===== src/rtl/multi_cycle_adder.sv =====
`default_nettype none
// ============================================================================
// Module   : multi_cycle_adder
// Brief    : Adds two WIDTH-bit operands plus carry-in, CHUNK bits per clock.
//            Uses a valid/ready input handshake and a one-cycle done pulse.
//            Optional signed-overflow output: define MULTI_CYCLE_ADDER_OVERFLOW_EN.
// Revision : 1.0 - initial parametrised release
// ============================================================================
module multi_cycle_adder #(
    parameter int WIDTH = 16,
    parameter int CHUNK = 4
) (
    input  logic             clk,
    input  logic             rst,
    input  logic             in_valid,
    output logic             in_ready,
    input  logic [WIDTH-1:0] a,
    input  logic [WIDTH-1:0] b,
    input  logic             c_in,
    output logic [WIDTH-1:0] sum,
    output logic             c_out,
    output logic             busy,
`ifdef MULTI_CYCLE_ADDER_OVERFLOW_EN
    output logic             overflow,
`endif
    output logic             done
);

    localparam int c_safe_chunk = (CHUNK < 1) ? 1 : CHUNK;
    localparam int c_num_chunks = WIDTH / c_safe_chunk;
    localparam int c_idx_w      = (c_num_chunks > 1) ? $clog2(c_num_chunks) : 1;
    localparam logic [c_idx_w-1:0] c_last_idx = c_idx_w'(c_num_chunks - 1);

    generate
        if ((CHUNK < 1) || (CHUNK > WIDTH) || ((WIDTH % c_safe_chunk) != 0)) begin : g_bad_params
            $error("multi_cycle_adder: CHUNK must be in 1..WIDTH and divide WIDTH");
        end
    endgenerate

    typedef enum logic [1:0] {
        ST_IDLE = 2'd0,
        ST_RUN  = 2'd1,
        ST_DONE = 2'd2
    } state_t;

    state_t               r_state;
    state_t               w_state_next;
    logic                 w_accept;
    logic                 w_last;

    logic [WIDTH-1:0]     r_a;
    logic [WIDTH-1:0]     r_b;
    logic [WIDTH-1:0]     r_part;
    logic                 r_carry;
    logic [c_idx_w-1:0]   r_idx;

    logic [CHUNK-1:0]     w_a_chunk;
    logic [CHUNK-1:0]     w_b_chunk;
    logic [CHUNK:0]       w_chunk_sum;
    logic [WIDTH-1:0]     w_part_next;

    always_ff @(posedge clk or posedge rst) begin
        if (rst) begin
            r_state <= ST_IDLE;
        end else begin
            r_state <= w_state_next;
        end
    end

    always_comb begin
        w_state_next = r_state;
        in_ready     = 1'b0;
        busy         = 1'b0;
        done         = 1'b0;
        w_accept     = 1'b0;
        w_last       = 1'b0;
        case (r_state)
            ST_IDLE: begin
                in_ready = 1'b1;
                if (in_valid) begin
                    w_accept     = 1'b1;
                    w_state_next = ST_RUN;
                end
            end
            ST_RUN: begin
                busy = 1'b1;
                if (r_idx == c_last_idx) begin
                    w_last       = 1'b1;
                    w_state_next = ST_DONE;
                end
            end
            ST_DONE: begin
                done         = 1'b1;
                w_state_next = ST_IDLE;
            end
            default: begin
                w_state_next = ST_IDLE;
            end
        endcase
    end

    // Constant-index mux keeps the chunk select free of variable part-selects.
    always_comb begin
        w_a_chunk   = '0;
        w_b_chunk   = '0;
        w_part_next = r_part;
        for (int i = 0; i < c_num_chunks; i++) begin
            if (r_idx == c_idx_w'(i)) begin
                w_a_chunk = r_a[i*CHUNK +: CHUNK];
                w_b_chunk = r_b[i*CHUNK +: CHUNK];
            end
        end
        w_chunk_sum = {1'b0, w_a_chunk} + {1'b0, w_b_chunk} + {{CHUNK{1'b0}}, r_carry};
        for (int i = 0; i < c_num_chunks; i++) begin
            if (r_idx == c_idx_w'(i)) begin
                w_part_next[i*CHUNK +: CHUNK] = w_chunk_sum[CHUNK-1:0];
            end
        end
    end

`ifdef MULTI_CYCLE_ADDER_OVERFLOW_EN
    // Carry into the MSB recovered from the MSB's own sum bit and operands.
    logic w_msb_carry_in;
    assign w_msb_carry_in = w_a_chunk[CHUNK-1] ^ w_b_chunk[CHUNK-1] ^ w_chunk_sum[CHUNK-1];
`endif

    always_ff @(posedge clk or posedge rst) begin
        if (rst) begin
            r_a      <= '0;
            r_b      <= '0;
            r_part   <= '0;
            r_carry  <= 1'b0;
            r_idx    <= '0;
            sum      <= '0;
            c_out    <= 1'b0;
`ifdef MULTI_CYCLE_ADDER_OVERFLOW_EN
            overflow <= 1'b0;
`endif
        end else if (w_accept) begin
            r_a     <= a;
            r_b     <= b;
            r_carry <= c_in;
            r_idx   <= '0;
            r_part  <= '0;
        end else if (r_state == ST_RUN) begin
            r_carry <= w_chunk_sum[CHUNK];
            r_part  <= w_part_next;
            r_idx   <= r_idx + c_idx_w'(1);
            // Result registers only change on the final chunk, so partial sums never show.
            if (w_last) begin
                sum      <= w_part_next;
                c_out    <= w_chunk_sum[CHUNK];
`ifdef MULTI_CYCLE_ADDER_OVERFLOW_EN
                overflow <= w_msb_carry_in ^ w_chunk_sum[CHUNK];
`endif
            end
        end
    end

endmodule
`default_nettype wire


===== config.mk =====
export PLATFORM = sky130hd
export DESIGN_NAME = multi_cycle_adder
export DESIGN_NICKNAME = d
export VERILOG_FILES = /design/src/rtl/multi_cycle_adder.sv
export SDC_FILE = /design/constraint.sdc
export NUM_CORES = 1
export LEC_CHECK = 0
export ABC_AREA = 1
export CORE_MARGIN = 8
export CORE_UTILIZATION = 47
export CTS_BUF_LIST = sky130_fd_sc_hd__clkbuf_8
export DETAILED_ROUTE_END_ITERATION = 10
export PLACE_DENSITY_LB_ADDON = 0.3
export SLEW_MARGIN = 5
export SYNTH_ARGS = -nofsm -noshare
export SYNTH_HDL_FRONTEND = slang
export SYNTH_SLANG_ARGS = --single-unit

===== constraint.sdc =====
create_clock -name clk -period 2.8 [get_ports clk]
set_clock_uncertainty 0.2 [all_clocks]
set_input_delay 0.42 -clock clk [delete_from_list [all_inputs] [get_ports clk]]
set_output_delay 0.42 -clock clk [all_outputs]
set_load 0.01 [all_outputs]

# == Word level (Yosys, flattened, before mapping) ==
# Cells that the tools add are included.
# totals
regBits,70
in_bits,36
output_inout_bits,20
word_cells,52
# classes
add_sub_neg,3
eq_ne,7
n_mux,28
n_bitwise,1
reduce_logical,5
# op_table
cell,count
2-to-1 mux 4 bit,12
2-to-1 mux 16 bit,2
2-to-1 mux 1 bit,9
2-to-1 mux 2 bit,4
"equality test 2 bit, second input constant",3
adder 4 x 4 -> 5 bit,1
adder 5 x 1 -> 5 bit,1
"equality test 2 x 1 -> 1 bit, second input constant",2
logical NOT 2 bit,2
"!= test 2 bit, second input constant",2
case mux 2 bit (2 select lines),1
AND reduction 3 bit,1
"adder 2 x 1 -> 2 bit, second input constant",1
AND reduction 2 bit,1
nonzero test 2 bit,1
inverter 1 bit,1

# == Longest topological paths before layout ==
# Gate-level depths: netlist of the first run.
# logic_depth
word_depth,10
depth_mapped,16
depth_no_buf,15

# == Worst setup path before layout of the first run ==
# OpenSTA, ideal clock, no wires.
# synth_timing
path_type,flip-flop to flip-flop
start,register r_idx[0]
end,register r_part[9]
setup_time_ns,0.137
arrival_time_ns,2.355
path_slack_ns,0.107
path_stages_with_launch,15
period_less_slack_ns,2.693
cell_sequence,dfrtp_1 -> inv_1 -> ha_1 -> inv_1 -> clkbuf_1 -> nand2_1 -> nand2_1 -> o21ai_0 -> fa_1 -> inv_1 -> fa_1 -> nand2_1 -> o21ai_0 -> inv_1 -> o22ai_1
# synth_via
elab_chain_len,10
elab_cells_between_ends,17
# synth_lines
item,line,rtl
"start, declared",55,logic [c_idx_w-1:0] r_idx;
"start signal, assigned",148,r_idx <= r_idx + c_idx_w'(1);
logical NOT 2 bit,108,if (r_idx == c_idx_w'(i)) begin
2-to-1 mux 4 bit (4 in series),108,
adder 4 x 4 -> 5 bit,113,"w_chunk_sum = {1'b0, w_a_chunk} + {1'b0, w_b_chunk} + {{CHUNK{1'b0}}, r_carry};"
adder 5 x 1 -> 5 bit,113,
2-to-1 mux 4 bit (*),115,if (r_idx == c_idx_w'(i)) begin
2-to-1 mux 16 bit (*),145,end else if (r_state == ST_RUN) begin
2-to-1 mux 16 bit (*),139,end else if (w_accept) begin
"end signal, assigned",147,r_part <= w_part_next;
"end, declared",53,logic [WIDTH-1:0] r_part;
# Mark *: on every way between the ends. The rest lies on a longest branch, timed or not. The select of a mux whose other input is x is not followed.
# A chain may end at the register's enable or synchronous reset.

# == Worst setup path in the final report of the first run ==
# Same ends and word-level chain as after synthesis.

==> results of run 1 <==
## through the flow
step | worst slack (ps) | util, % | hold slack (ps) | cell area (µm²)
after detailed placement | -96.8 | 57.2 | 263 | 3820
after floorplan | 107 | - | 242 | 3200
after global placement | 24.0 | 57.2 | 254 | 3820
after CTS | 22.9 | 60.5 | 244 | 4040
after global routing | 4.01 | 61.8 | 262 | 4130
final | 100 | 61.8 | 229 | 4130
## worst register-to-register path, stage by stage (launching register included)
cell     delay (ps)
dfrtp_2         450
inv_4           110
ha_4            150
nand2_1          50
o21ai_1         160
nand2_1          80
nand2_1          60
o21ai_1         100
fa_2            370
inv_2            70
fa_2            460
nand2_1          80
o21ai_0          70
inv_1            80
o22ai_1          70
## state kept, by name, indices dropped and copies added (netlist names)
register and cells:
r_carry 1, r_b 16, c_out 1, sum 16, r_part 12, r_a 16
r_idx 2, r_state 2
## final cells by class
class / instances / area (µm²) / area share, %
well taps: 80 / 100 / 2.42
repair buffers: 69 / 659 / 16.0
flip-flops and latches: 66 / 1650 / 40.0
inverters: 22 / 87.6 / 2.12
multi-input cells: 202 / 1430 / 34.6
clock buffers: 12 / 165 / 4.00
clock inverters: 3 / 38.8 / 0.939
## timing repair
item	4_1_cts	5_1_grt
buffers inserted	0	2
cloned	0	0
pin swaps	2	2
endpoints found under the setup margin	12	22
resized for setup	7	22
## power groups by stage
stage | Clock [µW] | Combinational (µW) | Sequential [µW]
2_1_floorplan | 0 | 2080 | 1690
3_3_place_gp | 0 | 2860 | 1720
3_5_place_dp | 0 | 2950 | 1730
4_1_cts | 832 | 3040 | 1720
5_1_grt | 878 | 3690 | 1790
6_report | 818 | 3300 | 1740
## kinds of logic after synthesis
group	Yosys count	synth area share, %
and+or+nand+nor	101	13.8
muxes	30	14.0
AOI/OAI and AO/OA	61	9.98
xor gates and xnor gates	1	0.274
DFF	66	51.6
buffers and inverters	37	6.30
adders and majority gates	9	3.99
## layer usage
metal	GRT usage, %	vias to the layer above	share of wire (%)
met4	7.08	0	1.7
met1	19.7	1155	46
met3	4.86	11	5.3
met2	24.1	63	47
met5	0	-	0
li1	-	1144	-
## layout by cell type (no fill, tap or decap), drive strengths merged
master	n
a21oi	12
a31oi	3
buf	14
bufinv	1
clkbuf	12
clkdlybuf4s50	55
clkinv	1
dfrtp	66
fa	2
ha	7
inv	23
mux2	30
nand2	73
nand3	17
nor2	7
o211ai	1
o21ai	40
o21bai	1
o22ai	4
or2	4
xnor2	1
## worst paths after layout
kind	endpoint
max	r_part[9]
min reg2reg	sum[3]
min in group clk	sum[3]
max reg2reg	r_part[9]
max in group asynchronous	sum[3]
min	r_b[8]
==> results.json, run 1 <==
{
  "port-buffer-count": 55,
  "end_kind": "register",
  "synth_seq_cells": 66,
  "powerDensity_nw_per_um2": 1420,
  "slew_headroom_pct": 57.4,
  "ys_top_cells_by_area": "dfrtp_1 (52%), mux2_4 (14%), nand2_1 (8.1%)",
  "setup_viol": 0,
  "rsz0062_at_grt": "false",
  "irDropWorstVdd_mv": 0.725,
  "hold_violations": 0,
  "switchingPower_uw": 2350,
  "grt_pass1_vias": 2499,
  "synth_top_area_share_pct": 51.6,
  "start_util_pct": 47.9,
  "cts_sinks": 66,
  "drv_slew": 0,
  "cp.required_ps": 2800,
  "finalPower_uw": 5860,
  "finalCriticalPeriod_ps": 2700,
  "post_layout_nonfiller_instances": 454,
  "power.leakage_uw": 0.00197,
  "worstMarginPinSlew_ps": 639,
  "r2r_cells": 14,
  "diodes": 0,
  "die_area_um2": 9700,
  "crit_top_cell": "nand2_1",
  "wirelength_mm": 7.07,
  "fin_setup_tns_ps": 0,
  "drt-pass1-iter-count": 4,
  "synth_edf_count": 0,
  "nNetsFinal": 415,
  "num_rows": 30,
  "dp_hpwl_mm": 5.26,
  "core_um2": 6680,
  "crit_path_top_delay_cell": "fa_2",
  "yosysTopAreaCell": "dfrtp_1",
  "root_buffer": "clkbuf_8",
  "cts-htree-levels": 3,
  "via_count": 2373,
  "cp_num_buf_inv": 3,
  "worstSkewPairLatency_ps": 340,
  "path_cells": "inv_4 > ha_4 > nand2_1 > o21ai_1 > nand2_1 > nand2_1 > o21ai_1 > fa_2 > inv_2 > fa_2 > nand2_1 > o21ai_0 > inv_1 > o22ai_1",
  "grt_util_all_layers_pct": 15.6,
  "fillCellCount": 553,
  "syn_nets": 350,
  "synth-warning-count": 0,
  "drc": 0,
  "grt_pass1_wl_mm": 12.1,
  "io_pins": 56,
  "p_comb_share_pct": 56.4,
  "cp.depth": 14,
  "gp_congestion": 0.881,
  "ant_nets": 0,
  "die_h_um": 98.5,
  "synth_common_cells": "nand2_1 (69), dfrtp_1 (66), o21ai_0 (35)",
  "criticalPathCategory": "reg -> reg",
  "drive_gt1_share_pct": 22.7,
  "arrival_ps": 2700,
  "place_inst": 437,
  "post_drt_wl_per_cell_um": 15.6,
  "cts_buffers": 9,
  "grt-ovfl-total": 0,
  "crit_start": "r_idx[0]",
  "synth_ff_type": "dfrtp_1",
  "rrSetupSlack_ps": 100,
  "fmax_mhz": 370,
  "drtIter0Drc": 95,
  "syn_to_final_growth_pct": 29.2,
  "async_reset_ff_share_pct": 100,
  "cp_max_fo": 4,
  "syn_inst": 305,
  "syn_area_um2": 3200,
  "cts_buffer_depth": 2,
  "netlist-cell-type-count": 29,
  "finalCritPeriodShare_pct": 96.4,
  "cts.clk_slew.worst_paths_ps": 70,
  "p_seq_share_pct": 29.7,
  "p_sw_share_pct": 40.0,
  "grt_max_degree": 37,
  "maxCapViolations": 0,
  "max_stage_delay_ps": 460,
  "cts_tree": "built",
  "hold_buffers": 0,
  "via_per_inst": 5.23,
  "p_clk_share_pct": 14.0,
  "timing.rr.start": "r_idx[0]",
  "antenna_found_initial": 0,
  "p_int_uw": 3510,
  "yosysMostFrequentCell": "nand2_1",
  "yosysSeqAreaShare_pct": 51.6,
  "cp-start-kind": "register",
  "status": "finished clean",
  "die_x_um": 98.5,
  "avgSynthCellArea_um2": 10.5,
  "hold_class": "in -> async",
  "cp_top_family": "adder cells"
}
(Power assumes the default switching activity.)
==> run 2, diff against run 1 <==
Settings changed: SKIP_CTS_REPAIR_TIMING set to 1.
==> run 2 against run 1 <==
Against the previous run: sequential share of layout area up 0.27 points; power shrank 0.92%; maximum frequency shrank 0.85%; clock power about the same; via count up 0.72%; design area shrank 0.67%; combinational power fell by 2%; flip-flop and latch count is the same; die area stayed put; final cell count decreased by 0.44%; sequential power hardly changed; non-clock buffer count decreased by 2; largest cell class unchanged.
==> results.json, run 2 (synthesis gave the netlist of run 1 again) <==
{
  "hold_violations": 0,
  "end_kind": "register",
  "status": "finished clean",
  "p_seq_share_pct": 30.0,
  "cp_num_buf_inv": 3,
  "die_x_um": 98.5,
  "wirelength_mm": 7.11,
  "grt-ovfl-total": 0,
  "timing.hold.ws_ps": 235,
  "post_drt_wl_per_cell_um": 15.7,
  "start_util_pct": 47.9,
  "worstMarginPinSlew_ps": 645,
  "switchingPower_uw": 2330,
  "finalCritPeriodShare_pct": 97.2,
  "grt_pass1_vias": 2473,
  "setup_viol": 0,
  "largest_registers": "r_a x16, r_b x16, sum x16",
  "crit_path_top_delay_cell": "fa_2",
  "io_pins": 56,
  "final_cell_mix": "nand2_1 (69), dfrtp_1 (65), clkdlybuf4s50_1 (55)",
  "cts.clk_slew.worst_paths_ps": 70,
  "drtIter0Drc": 81,
  "cts_tree": "built",
  "core_um2": 6680,
  "slew_headroom_pct": 57.0,
  "grt_pass1_wl_mm": 12.0,
  "cp.required_ps": 2800,
  "root_buffer": "clkbuf_8",
  "cp_max_fo": 4,
  "drt-pass1-iter-count": 4,
  "grt_util_all_layers_pct": 15.5,
  "crit_top_cell": "nand2_1",
  "port-buffer-count": 55,
  "cp-start-kind": "register",
  "dp_hpwl_mm": 5.26,
  "criticalPathCategory": "reg -> reg",
  "syn_to_final_growth_pct": 28.3,
  "final_common_cell": "nand2_1",
  "power.leakage_uw": 0.00195,
  "path_cells": "inv_4 > ha_4 > nand2_1 > o21ai_1 > nand2_1 > nand2_1 > o21ai_1 > fa_1 > inv_2 > fa_2 > nand2_1 > o21ai_0 > inv_1 > o22ai_1",
  "fillCellCount": 555,
  "num_rows": 30,
  "diodes": 0,
  "drv_slew": 0,
  "drc": 0,
  "antenna_found_initial": 0,
  "cts-htree-levels": 3,
  "p_comb_share_pct": 56.0,
  "irDropWorstVdd_mv": 0.556,
  "drive_gt1_share_pct": 22.0,
  "max_stage_delay_ps": 460,
  "gp_congestion": 0.881,
  "p_clk_share_pct": 14.0,
  "cts_buffers": 9,
  "via_count": 2390,
  "cts_sinks": 66,
  "hold_class": "in -> async",
  "die_h_um": 98.5,
  "finalPower_uw": 5810,
  "p_sw_share_pct": 40.2,
  "ant_nets": 0,
  "cp_top_family": "adder cells",
  "maxCapViolations": 0,
  "rsz0062_at_grt": "true",
  "fmax_mhz": 367,
  "grt_max_degree": 37,
  "finalCriticalPeriod_ps": 2720,
  "p_int_uw": 3470,
  "arrival_ps": 2720,
  "die_area_um2": 9700,
  "powerDensity_nw_per_um2": 1420,
  "nNetsFinal": 413,
  "worstSkewPairLatency_ps": 340,
  "via_per_inst": 5.29,
  "cts_buffer_depth": 2
}
run 2: metal layers:
layer,part of all wire [%],up-vias,GRT usage [%]
li1,-,1141,-
met1,46,1157,19.6
met2,46,79,24.1
met3,6.2,13,4.79
met4,2.3,0,6.73
met5,0,-,0
run 2: area by class of cell:
class	count	area, µm²	area share (%)
clock inverters	3	38.8	0.945
well taps	80	100	2.44
inverters	22	87.6	2.13
flip-flops and latches	66	1650	40.3
multi-input cells	202	1420	34.5
repair buffers	67	644	15.7
clock buffers	12	165	4.02
run 2: final timing paths:
| kind | from | end | slack [ps] | cells after the start |
|---|---|---|---|---|
| max | r_idx[0] | r_part[9] | 80 | 14 |
| max in group asynchronous | rst | sum[3] | 1470 | 3 |
| max reg2reg | r_idx[0] | r_part[9] | 80 | 14 |
| min in group clk | r_part[3] | r_part[3] | 280 | 2 |
| min reg2reg | r_part[3] | r_part[3] | 280 | 2 |
| min | rst | r_b[8] | 230 | 2 |
run 2: metrics by stage:
step | cell area (µm²) | utilization (%) | setup slack [ps] | TNS (ps) | std cells
floorplan | 3200 | - | 107 | 0 | 305
CTS | 4030 | 60.3 | -118 | -781 | 452
global placement | 3820 | 57.2 | 24.0 | 0 | 437
finish | 4100 | 61.4 | 77.1 | 0 | 452
global route | 4100 | 61.4 | -10.7 | -29.9 | 452
detailed placement | 3820 | 57.2 | -96.8 | -573 | 437
run 2: power groups by stage:
| stage | logic, µW | clock network (µW) | registers (µW) |
|---|---|---|---|
| 6_report | 3250 | 816 | 1740 |
| 5_1_grt | 3610 | 878 | 1790 |
| 2_1_floorplan | 2080 | 0 | 1690 |
| 3_5_place_dp | 2950 | 0 | 1730 |
| 4_1_cts | 2960 | 832 | 1720 |
| 3_3_place_gp | 2860 | 0 | 1720 |
